$ cat src/rtl/branch_pc_fetch_pkg.sv
// rtl/branch_pc_fetch_pkg.sv - shared state encoding and constants for the PC/fetch stage
//   Contents: state_t (FETCH_REQ, FETCH, ISSUE, RESOLVE, TRAP), BR_OPCODE_DEF, PC_STEP, RESET_PC_DEF
package branch_pc_fetch_pkg;

  typedef enum logic [2:0] {
    ST_FETCH_REQ = 3'd0,
    ST_FETCH     = 3'd1,
    ST_ISSUE     = 3'd2,
    ST_RESOLVE   = 3'd3,
    ST_TRAP      = 3'd4
  } state_t;

  localparam logic [6:0]  BR_OPCODE_DEF = 7'h63;
  localparam logic [31:0] PC_STEP       = 32'd4;
  localparam logic [31:0] RESET_PC_DEF  = 32'h0000_0000;

endpackage

$ cat src/rtl/branch_pc_fetch_if.sv
// rtl/branch_pc_fetch_if.sv - fetch-stage bus: imem req/ack, decode valid/ready, branch result
//   master: fetch stage side (drives o*, samples i*)
//   slave : environment side (imem, decode, branch unit)
interface branch_pc_fetch_if;

  logic        oIMEM_REQ;
  logic [31:0] oIMEM_ADDR;
  logic        iIMEM_ACK;
  logic [31:0] iIMEM_DATA;
  logic [31:0] oIR;
  logic [31:0] oPC;
  logic        oIR_VALID;
  logic        iIR_READY;
  logic        iBR_VALID;
  logic [31:0] iPCBR;
  logic        oERR;

  modport master (
    output oIMEM_REQ, oIMEM_ADDR, oIR, oPC, oIR_VALID, oERR,
    input  iIMEM_ACK, iIMEM_DATA, iIR_READY, iBR_VALID, iPCBR
  );

  modport slave (
    input  oIMEM_REQ, oIMEM_ADDR, oIR, oPC, oIR_VALID, oERR,
    output iIMEM_ACK, iIMEM_DATA, iIR_READY, iBR_VALID, iPCBR
  );

endinterface

$ cat src/rtl/branch_pc_fetch_pc_next_calc.sv
// rtl/branch_pc_fetch_pc_next_calc.sv - next-PC arithmetic: PC+offset, or PC+4 when offset is 0
//   i_pc         : current PC
//   i_offset     : signed byte offset, 0 means fall through
//   o_target     : next PC (32-bit modulo)
//   o_misaligned : target not word aligned
module pc_next_calc
  import branch_pc_fetch_pkg::*;
(
  input  logic [31:0] i_pc,
  input  logic [31:0] i_offset,
  output logic [31:0] o_target,
  output logic        o_misaligned
);

  // Two's complement add covers negative offsets and wrap past 32'hFFFF_FFFC.
  assign o_target     = (i_offset != 32'd0) ? (i_pc + i_offset) : (i_pc + PC_STEP);
  assign o_misaligned = |o_target[1:0];

endmodule

$ cat src/rtl/branch_pc_fetch.sv
// rtl/branch_pc_fetch.sv - program counter and instruction fetch ahead of the branch unit
//   iCLK : clock, posedge
//   iRST : synchronous active-high reset
//   bus  : master side of branch_pc_fetch_if (imem req/ack, decode valid/ready, branch offset, sticky error)
module branch_pc_fetch
  import branch_pc_fetch_pkg::*;
#(
  parameter logic [31:0] RESET_PC    = RESET_PC_DEF,
  parameter logic [6:0]  BR_OPCODE   = BR_OPCODE_DEF,
  parameter int unsigned ACK_TIMEOUT = 16
) (
  input  logic              iCLK,
  input  logic              iRST,
  branch_pc_fetch_if.master bus
);

  localparam logic [7:0] TIMEOUT_CNT = 8'(ACK_TIMEOUT);

  state_t      r_state;
  logic [31:0] r_pc;
  logic [31:0] r_ir;
  logic        r_err;
  logic [7:0]  r_cnt;

  state_t      w_state_nxt;
  logic [31:0] w_pc_nxt;
  logic [31:0] w_ir_nxt;
  logic        w_err_nxt;
  logic [7:0]  w_cnt_nxt;
  logic [7:0]  w_cnt_inc;
  logic [31:0] w_offset;
  logic [31:0] w_target;
  logic        w_misaligned;

  // Outside RESOLVE the calculator is fed a zero offset, so it yields PC+4.
  assign w_offset  = (r_state == ST_RESOLVE) ? bus.iPCBR : 32'd0;
  assign w_cnt_inc = r_cnt + 8'd1;

  pc_next_calc u_pc_next_calc (
    .i_pc         (r_pc),
    .i_offset     (w_offset),
    .o_target     (w_target),
    .o_misaligned (w_misaligned)
  );

  always_ff @(posedge iCLK) begin
    if (iRST) begin
      r_state <= ST_FETCH_REQ;
      r_pc    <= RESET_PC;
      r_ir    <= 32'd0;
      r_err   <= 1'b0;
      r_cnt   <= 8'd0;
    end else begin
      r_state <= w_state_nxt;
      r_pc    <= w_pc_nxt;
      r_ir    <= w_ir_nxt;
      r_err   <= w_err_nxt;
      r_cnt   <= w_cnt_nxt;
    end
  end

  always_comb begin
    w_state_nxt = r_state;
    w_pc_nxt    = r_pc;
    w_ir_nxt    = r_ir;
    w_err_nxt   = r_err;
    w_cnt_nxt   = r_cnt;
    case (r_state)
      ST_FETCH_REQ: begin
        // Idle cycle with REQ low; the timeout count restarts for the new fetch.
        w_cnt_nxt   = 8'd0;
        w_state_nxt = ST_FETCH;
      end
      ST_FETCH: begin
        if (bus.iIMEM_ACK) begin
          w_ir_nxt    = bus.iIMEM_DATA;
          w_state_nxt = ST_ISSUE;
        end else begin
          w_cnt_nxt = w_cnt_inc;
          if (w_cnt_inc == TIMEOUT_CNT) begin
            w_err_nxt   = 1'b1;
            w_state_nxt = ST_TRAP;
          end
        end
      end
      ST_ISSUE: begin
        if (bus.iIR_READY) begin
          if (r_ir[6:0] == BR_OPCODE) begin
            w_state_nxt = ST_RESOLVE;
          end else begin
            w_pc_nxt    = w_target;
            w_state_nxt = ST_FETCH_REQ;
          end
        end
      end
      ST_RESOLVE: begin
        if (bus.iBR_VALID) begin
          if (w_misaligned) begin
            w_err_nxt   = 1'b1;
            w_state_nxt = ST_TRAP;
          end else begin
            w_pc_nxt    = w_target;
            w_state_nxt = ST_FETCH_REQ;
          end
        end
      end
      ST_TRAP: begin
        w_state_nxt = ST_TRAP;
      end
      default: begin
        w_state_nxt = ST_TRAP;
      end
    endcase
  end

  assign bus.oIMEM_REQ  = (r_state == ST_FETCH);
  assign bus.oIMEM_ADDR = r_pc;
  assign bus.oPC        = r_pc;
  assign bus.oIR        = r_ir;
  assign bus.oIR_VALID  = (r_state == ST_ISSUE);
  assign bus.oERR       = r_err;

endmodule

$ cat src/flat_wrapper.sv
// flat-port wrapper written by rule: the top's interface ports become plain ports
module branch_pc_fetch_flat import branch_pc_fetch_pkg::*;
#(
  parameter logic [31:0] RESET_PC    = RESET_PC_DEF,
  parameter logic [6:0]  BR_OPCODE   = BR_OPCODE_DEF,
  parameter int unsigned ACK_TIMEOUT = 16
)
  (iCLK, iRST, bus_oIMEM_REQ, bus_oIMEM_ADDR, bus_oIR, bus_oPC, bus_oIR_VALID, bus_oERR, bus_iIMEM_ACK, bus_iIMEM_DATA, bus_iIR_READY, bus_iBR_VALID, bus_iPCBR);
  branch_pc_fetch_if bus_i ();
  input  logic iCLK;
  input  logic iRST;
  output wire logic [$bits(bus_i.oIMEM_REQ)-1:0] bus_oIMEM_REQ;
  output wire logic [$bits(bus_i.oIMEM_ADDR)-1:0] bus_oIMEM_ADDR;
  output wire logic [$bits(bus_i.oIR)-1:0] bus_oIR;
  output wire logic [$bits(bus_i.oPC)-1:0] bus_oPC;
  output wire logic [$bits(bus_i.oIR_VALID)-1:0] bus_oIR_VALID;
  output wire logic [$bits(bus_i.oERR)-1:0] bus_oERR;
  input wire logic [$bits(bus_i.iIMEM_ACK)-1:0] bus_iIMEM_ACK;
  input wire logic [$bits(bus_i.iIMEM_DATA)-1:0] bus_iIMEM_DATA;
  input wire logic [$bits(bus_i.iIR_READY)-1:0] bus_iIR_READY;
  input wire logic [$bits(bus_i.iBR_VALID)-1:0] bus_iBR_VALID;
  input wire logic [$bits(bus_i.iPCBR)-1:0] bus_iPCBR;
  assign bus_oIMEM_REQ = bus_i.oIMEM_REQ;
  assign bus_oIMEM_ADDR = bus_i.oIMEM_ADDR;
  assign bus_oIR = bus_i.oIR;
  assign bus_oPC = bus_i.oPC;
  assign bus_oIR_VALID = bus_i.oIR_VALID;
  assign bus_oERR = bus_i.oERR;
  assign bus_i.iIMEM_ACK = bus_iIMEM_ACK;
  assign bus_i.iIMEM_DATA = bus_iIMEM_DATA;
  assign bus_i.iIR_READY = bus_iIR_READY;
  assign bus_i.iBR_VALID = bus_iBR_VALID;
  assign bus_i.iPCBR = bus_iPCBR;
  branch_pc_fetch #(.RESET_PC(RESET_PC), .BR_OPCODE(BR_OPCODE), .ACK_TIMEOUT(ACK_TIMEOUT)) u_core (.iCLK(iCLK), .iRST(iRST), .bus(bus_i));
endmodule
$ cat config.mk
export PLATFORM = sky130hd
export DESIGN_NAME = branch_pc_fetch_flat
export DESIGN_NICKNAME = d
export VERILOG_FILES = /design/src/rtl/branch_pc_fetch_pkg.sv /design/src/rtl/branch_pc_fetch_if.sv /design/src/rtl/branch_pc_fetch_pc_next_calc.sv /design/src/rtl/branch_pc_fetch.sv /design/src/flat_wrapper.sv
export SDC_FILE = /design/constraint.sdc
export NUM_CORES = 1
export LEC_CHECK = 0
export BUFFER_PORTS_ARGS = -buffer_cell sky130_fd_sc_hd__buf_4
export CAP_MARGIN = 30
export CELL_PAD_IN_SITES_DETAIL_PLACEMENT = 1
export CELL_PAD_IN_SITES_GLOBAL_PLACEMENT = 2
export CORE_MARGIN = 1.5
export CORE_UTILIZATION = 31
export DETAILED_ROUTE_END_ITERATION = 7
export PLACE_DENSITY_LB_ADDON = 0.1
export REMOVE_ABC_BUFFERS = 1
export SETUP_SLACK_MARGIN = 0.4
export SLEW_MARGIN = 20
export SYNTH_ARGS = -nofsm -noshare
export SYNTH_HDL_FRONTEND = slang
export SYNTH_SLANG_ARGS = --single-unit
$ cat constraint.sdc
create_clock -name iCLK -period 4.8 [get_ports iCLK]
set_input_delay 0.96 -clock iCLK [delete_from_list [all_inputs] [get_ports iCLK]]
set_output_delay 0.96 -clock iCLK [all_outputs]
set_load 0.03 [all_outputs]
**Word-level counts from Yosys, hierarchy flattened**

Index checks and enable logic that the tools add are counted.

- Multiplexer cells: 21
- Equality and inequality tests: 13
- Reduce and logical (&&, ||, !) cells: 11
- Add/subtract/negate cells: 3

Operator list:

| kind | count |
|---|---|
| $mux 32 | 6 |
| $pmux 32 s2 | 1 |
| $add 32x3->32 const B | 1 |
| $add 32x32->32 | 1 |
| $reduce_bool 32->1 | 1 |
| $pmux 8 s2 | 1 |
| $mux 3 | 5 |
| $pmux 3 s4 | 1 |
| $ne 2x2->1 const B | 5 |
| $reduce_and 5->1 | 2 |
| $add 8x1->8 const B | 1 |
| $eq 8x5->1 const B | 1 |
| $mux 8 | 1 |
| $eq 7x7->1 const B | 1 |
| $eq 3x2->1 const B | 2 |
| $reduce_bool 2->1 | 3 |
| $mux 1 | 4 |
| $ne 2x1->1 const B | 2 |
| $reduce_and 2->1 | 2 |
| $eq 3x1->1 const B | 1 |
| $logic_not 3->1 | 1 |
| $ne 3x1->1 const B | 1 |
| $reduce_and 3->1 | 1 |
| $mux 2 | 1 |
| 2 further kinds | 2 |

- Output and inout bits: 99
- Input bits: 69
- Bits in registers: 76

**Depth between registers and ports, before layout**

- Depth in word-level cells: 8
- Gate-level depth with buffers: 14
- Depth with buffers taken out: 12

**By module**

A second synthesis with hierarchy kept.

- Cells, all modules: 874
- Area, all modules: 6221.0 sq um

By module, submodules not included:

| module | sequential area each (sq um) | cells each | area an instance (sq um) | instances |
|---|---|---|---|---|
| branch_pc_fetch | 1521.5 | 457 | 3524.6 | 1 |
| pc_next_calc | 0.0 | 417 | 2696.3 | 1 |

**Least setup slack after synthesis**

No wires, ideal clock.

- Path type: input -> register
- Start point: in bus_iPCBR[0]
- End point: reg u_core.r_pc[28], in the netlist u_core.bus.oIMEM_ADDR[28]
- Required time: 4.697 ns
- Setup time: 0.103 ns
- Path slack: 1.311 ns
- Buffers on the path: 0
- Stages: 11
- Arrival time: 3.385 ns
- Path through: and3_1 ha_1 fa_1 a21oi_1 nor2_1 o31ai_1 a21oi_1 or2_1 a221oi_1 xor2_1 a2111oi_2

- Word-level cells in the longest chain between the ends: 6
- Elaborated cells between the ends (all ways): 12
- Classes of those cells: add/sub: 1; eq/ne: 1; mux: 7; reduce/logical: 3

Ends and longest elaborated chain:

| item | line | RTL |
|---|---|---|
| start: declaration | flat_wrapper.sv:22 | `input wire logic [$bits(bus_i.iPCBR)-1:0] bus_iPCBR;` |
| $mux 32 (*) | branch_pc_fetch.sv:36 | `assign w_offset = (r_state == ST_RESOLVE) ? bus.iPCBR : 32'd0;` |
| $add 32x32->32 / $reduce_bool 32->1 (equally long branches) | branch_pc_fetch_pc_next_calc.sv:16 | `assign o_target = (i_offset != 32'd0) ? (i_pc + i_offset) : (i_pc + PC_STEP);` |
| $mux 32 (*) | branch_pc_fetch_pc_next_calc.sv:16 |  |
| $reduce_or 2->1 (tied with other cells) | branch_pc_fetch_pc_next_calc.sv:17 | `assign o_misaligned = \|o_target[1:0];` |
| $ne 2x2->1 (no source line) (tied with other cells) | - |  |
| $reduce_and 5->1 (no source line) / $pmux 32 s2 (equally long branches) | - |  |
| end signal: assignment | branch_pc_fetch.sv:55 | `r_pc <= w_pc_nxt;` |
| end: declaration | branch_pc_fetch.sv:20 | `logic [31:0] r_pc;` |

Mark *: on every way between the ends. The rest lies on a longest branch, timed or not. The select of a mux whose other input is x is not followed.
A chain may end at the register's enable or synchronous reset.

**Worst setup path after layout**

- Start point: reg u_core.r_state[1]
- End point: reg u_core.r_pc[31], in the netlist u_core.bus.oIMEM_ADDR[31]

- Word-level cells in the longest chain between the ends: 7
- Elaborated cells between the ends (all ways): 18
- Classes of those cells: add/sub: 1; eq/ne: 6; mux: 7; reduce/logical: 4

Ends and longest elaborated chain:

| item | line | RTL |
|---|---|---|
| start: declaration | branch_pc_fetch.sv:19 | `state_t r_state;` |
| start signal: assignment | branch_pc_fetch.sv:54 | `r_state <= w_state_nxt;` |
| $eq 3x2->1 | branch_pc_fetch.sv:36, branch_pc_fetch.sv:68 |  |
| $mux 32 | branch_pc_fetch.sv:36 |  |
| $add 32x32->32 / $reduce_bool 32->1 (equally long branches) | branch_pc_fetch_pc_next_calc.sv:16 |  |
| $mux 32 | branch_pc_fetch_pc_next_calc.sv:16 |  |
| $reduce_or 2->1 (tied with other cells) | branch_pc_fetch_pc_next_calc.sv:17 |  |
| $ne 2x2->1 (no source line) (tied with other cells) | - |  |
| $reduce_and 5->1 (no source line) / $pmux 32 s2 (equally long branches) | - |  |

Parallel ways exist; a longest one is shown, timed or not. The select of a mux whose other input is x is not followed.

==> metrics.txt <==
Die H between 100 and 150 µm; H-tree lvl count 3; Cells after DPL roughly 1.1k; mux contribution to synthesized area 0.0128; area of the multi-input gates between 3000 and 4000 µm²; Worst Tran Pin Value approximately 0.91 ns; Final Hold Fails 0; cts bufs inserted 9; busiest grt layer met2; Netlist cell types 69; routing usage on met3 0.0427; Total GRT Usage 0.215; Final nets about 1k; core area roughly 18000 µm²; Remaining DRCs 8; met1 Usage GRT 0.285; Syn. warnings 0; RSZ-0062 raised after global routing false; clock sinks 76; Post-Syn Area approximately 5800 µm²; PwrDens 247 nW/µm²; VDD IR-drop max ~0.19 mV; Hold WC Path Type reg2reg; maximum clock frequency 243 MHz; Worst Path Class, Setup reg2reg; leakage power 3.28 nW; # hold bufs at CTS 0; die extent in x 139 µm; clock root cell clkbuf_16; CP Launch Type flop; Final ANT Viol Nets 0; Worst setup EP type flop; Mapped Cells roughly 790; Antenna Cells 0; Resized cells post-CTS 0; WL per Instance between 15 and 20 µm; initial core utilization 0.319; CTS Buffer Depth 2; Synth Area in Simple Gates 0.270; GRT overflow 0; CP max FO 18; commonest non-fill, non-tap cell in the layout buf_4; number of global-route vias before repair between 6k and 7k; clk_lat worst skew about 0.34 ns; Synth Area in Compound Gates 0.260; largest net degree at the start of global routing 77; sequential area share after synthesis 0.264; Avg Inst Size Synth roughly 7.3 µm²; #FFs+latches synth 76; Post-synth ARST share 0; ys flop type dfxtp_1; min Tclk post-route 4.12 ns; Final period util 0.858; Final Util 0.404; routability cong. around 0.85; die footprint ~19000 µm²; FF/Latch Area approximately 1500 µm²; row cnt a little under 50; Fill cells approximately 2.3k; status finished, violations left; Vias per Instance 5.54; setup TNS 0 ns; WHS 0.454 ns; largest family of logic cells by synthesized area simple AND/OR/NAND/NOR gates; Adder-Cell Fraction of Synth Area 0.0751; most frequent cells in the layout 176 x buf_4, 105 x nand2_1, 90 x a21oi_1; CP arrival ~4.4 ns; clock skew slightly above 0.009 ns; failing checks DRC; DP Area 6980 µm²; post-route insts no fill around 1.1k; share of layout cells above drive strength 1 0.232; initial antenna violation count 0; pins over their slew limit 0; Post-synth EDFFs 0; CTS tree built; Crit path required time ~5.0 ns; 1st-pass router iterations 6; Area Growth Syn to Fin 26.8%; Setup violations, final 0; Final Instance Area around 7300 µm²; Vias around 6.3k; number of max-cap violations 0; Post-DP HPWL about 16000 µm; Slew HR 0.395; IO buf count between 150 and 200; first-pass GRT wire length 33800 µm; DRT Wirelength 21200 µm; Initial DRC Count ~250; post-CTS setup buffer count 0; Top Ports about 170; clock slew at reported path FFs about 0.060 ns; Synth Area in XOR/XNOR 0.0349; met2 usage in global routing 0.354
path summary, 6_finish.rpt:
path	start	end	slack (ns)	depth (start not counted)
min reg2reg	u_core.bus.oIR[15]$_SDFFE_PP0P_	u_core.bus.oIR[15]$_SDFFE_PP0P_	0.45	2
min	u_core.bus.oIR[15]$_SDFFE_PP0P_	u_core.bus.oIR[15]$_SDFFE_PP0P_	0.45	2
max reg2reg	u_core.r_state[1]$_SDFFE_PP0P_	u_core.bus.oIMEM_ADDR[31]$_SDFFE_PP0P_	0.68	11
max	u_core.r_state[1]$_SDFFE_PP0P_	u_core.bus.oIMEM_ADDR[31]$_SDFFE_PP0P_	0.68	11
cell type report:
cell class | instances | area share
flip-flops and latches | 76 | 0.208
clock buffers | 10 | 0.0313
repair buffers | 177 | 0.182
clock inverters | 6 | 0.0121
inverters | 20 | 0.0103
well taps | 229 | 0.0392
multi-input cells | 616 | 0.517
per-stage QoR:
step / power, mW / worst slack [ns]
after floorplan: 0.892 / -0.315
after global placement: 1.06 / 0.788
after detailed placement: 1.08 / 0.721
after CTS: 1.83 / 0.734
after global routing: 1.89 / 0.425
final: 1.80 / 0.679
state kept, by name (all words and copies together), names as in the netlist:
signal	count
u_core.bus.oIR	32
u_core.bus.oERR	1
u_core.r_state	3
u_core.bus.oIMEM_ADDR	32
u_core.r_cnt	8
logic make-up (layout without fill, tap and decap cells):
kind of cell    count (synthesis)  in the layout
simple gates                  312            312
compound gates                240            240
buf+inv                        93            213
flops                          76             76
fa+ha+maj                      34             34
xor+xnor                       23             23
mux                             7              7
worst max-delay path, cell delays in order (launching register included):
cell and delay, ns:
dfxtp_1 0.37, nor2b_2 0.67, and3_1 0.32, ha_1 0.27, a211oi_1 0.32, o21bai_1 0.17, a221oi_2 0.45, o22ai_1 0.27
o21a_1 0.24, nor4_1 0.64, nand3_1 0.15, o311ai_1 0.12
per-layer routing:
layer,up-vias,routed length [µm]
li1,3059,-
met5,-,0
met3,19,1150
met4,0,240
met1,3045,9800
met2,156,9980
cell usage after synthesis (all sizes together), types with 4 or more instances:
master / count / area (µm²)
o31ai: 5 / 42.5
ha: 33 / 413
nand3: 28 / 140
mux2i: 4 / 40.0
xnor2: 16 / 140
or2: 5 / 31.3
nand4: 8 / 56.3
a21oi: 90 / 450
a221oi: 6 / 58.8
a31oi: 6 / 37.5
nor4: 16 / 100
inv: 20 / 75.1
o21bai: 6 / 45.0
a21o: 18 / 135
nor3: 15 / 86.3
or3: 7 / 48.8
nand2: 106 / 398
nor2: 51 / 191
dfxtp: 76 / 1520
a211oi: 18 / 135
a31o: 4 / 35.0
and2: 6 / 37.5
xor2: 7 / 61.3
buf: 37 / 273
o21a: 4 / 30.0
and3: 48 / 300
a22oi: 5 / 37.5
nor2b: 7 / 43.8
clkbuf: 36 / 135
o21ai: 53 / 269
power by group:
group / internal, mW / switching, mW / total (mW)
logic: 0.134 / 0.234 / 0.368
clock network: 0.456 / 0.287 / 0.743
registers: 0.660 / 0.0335 / 0.694
Power figures use the tool's default switching activity.
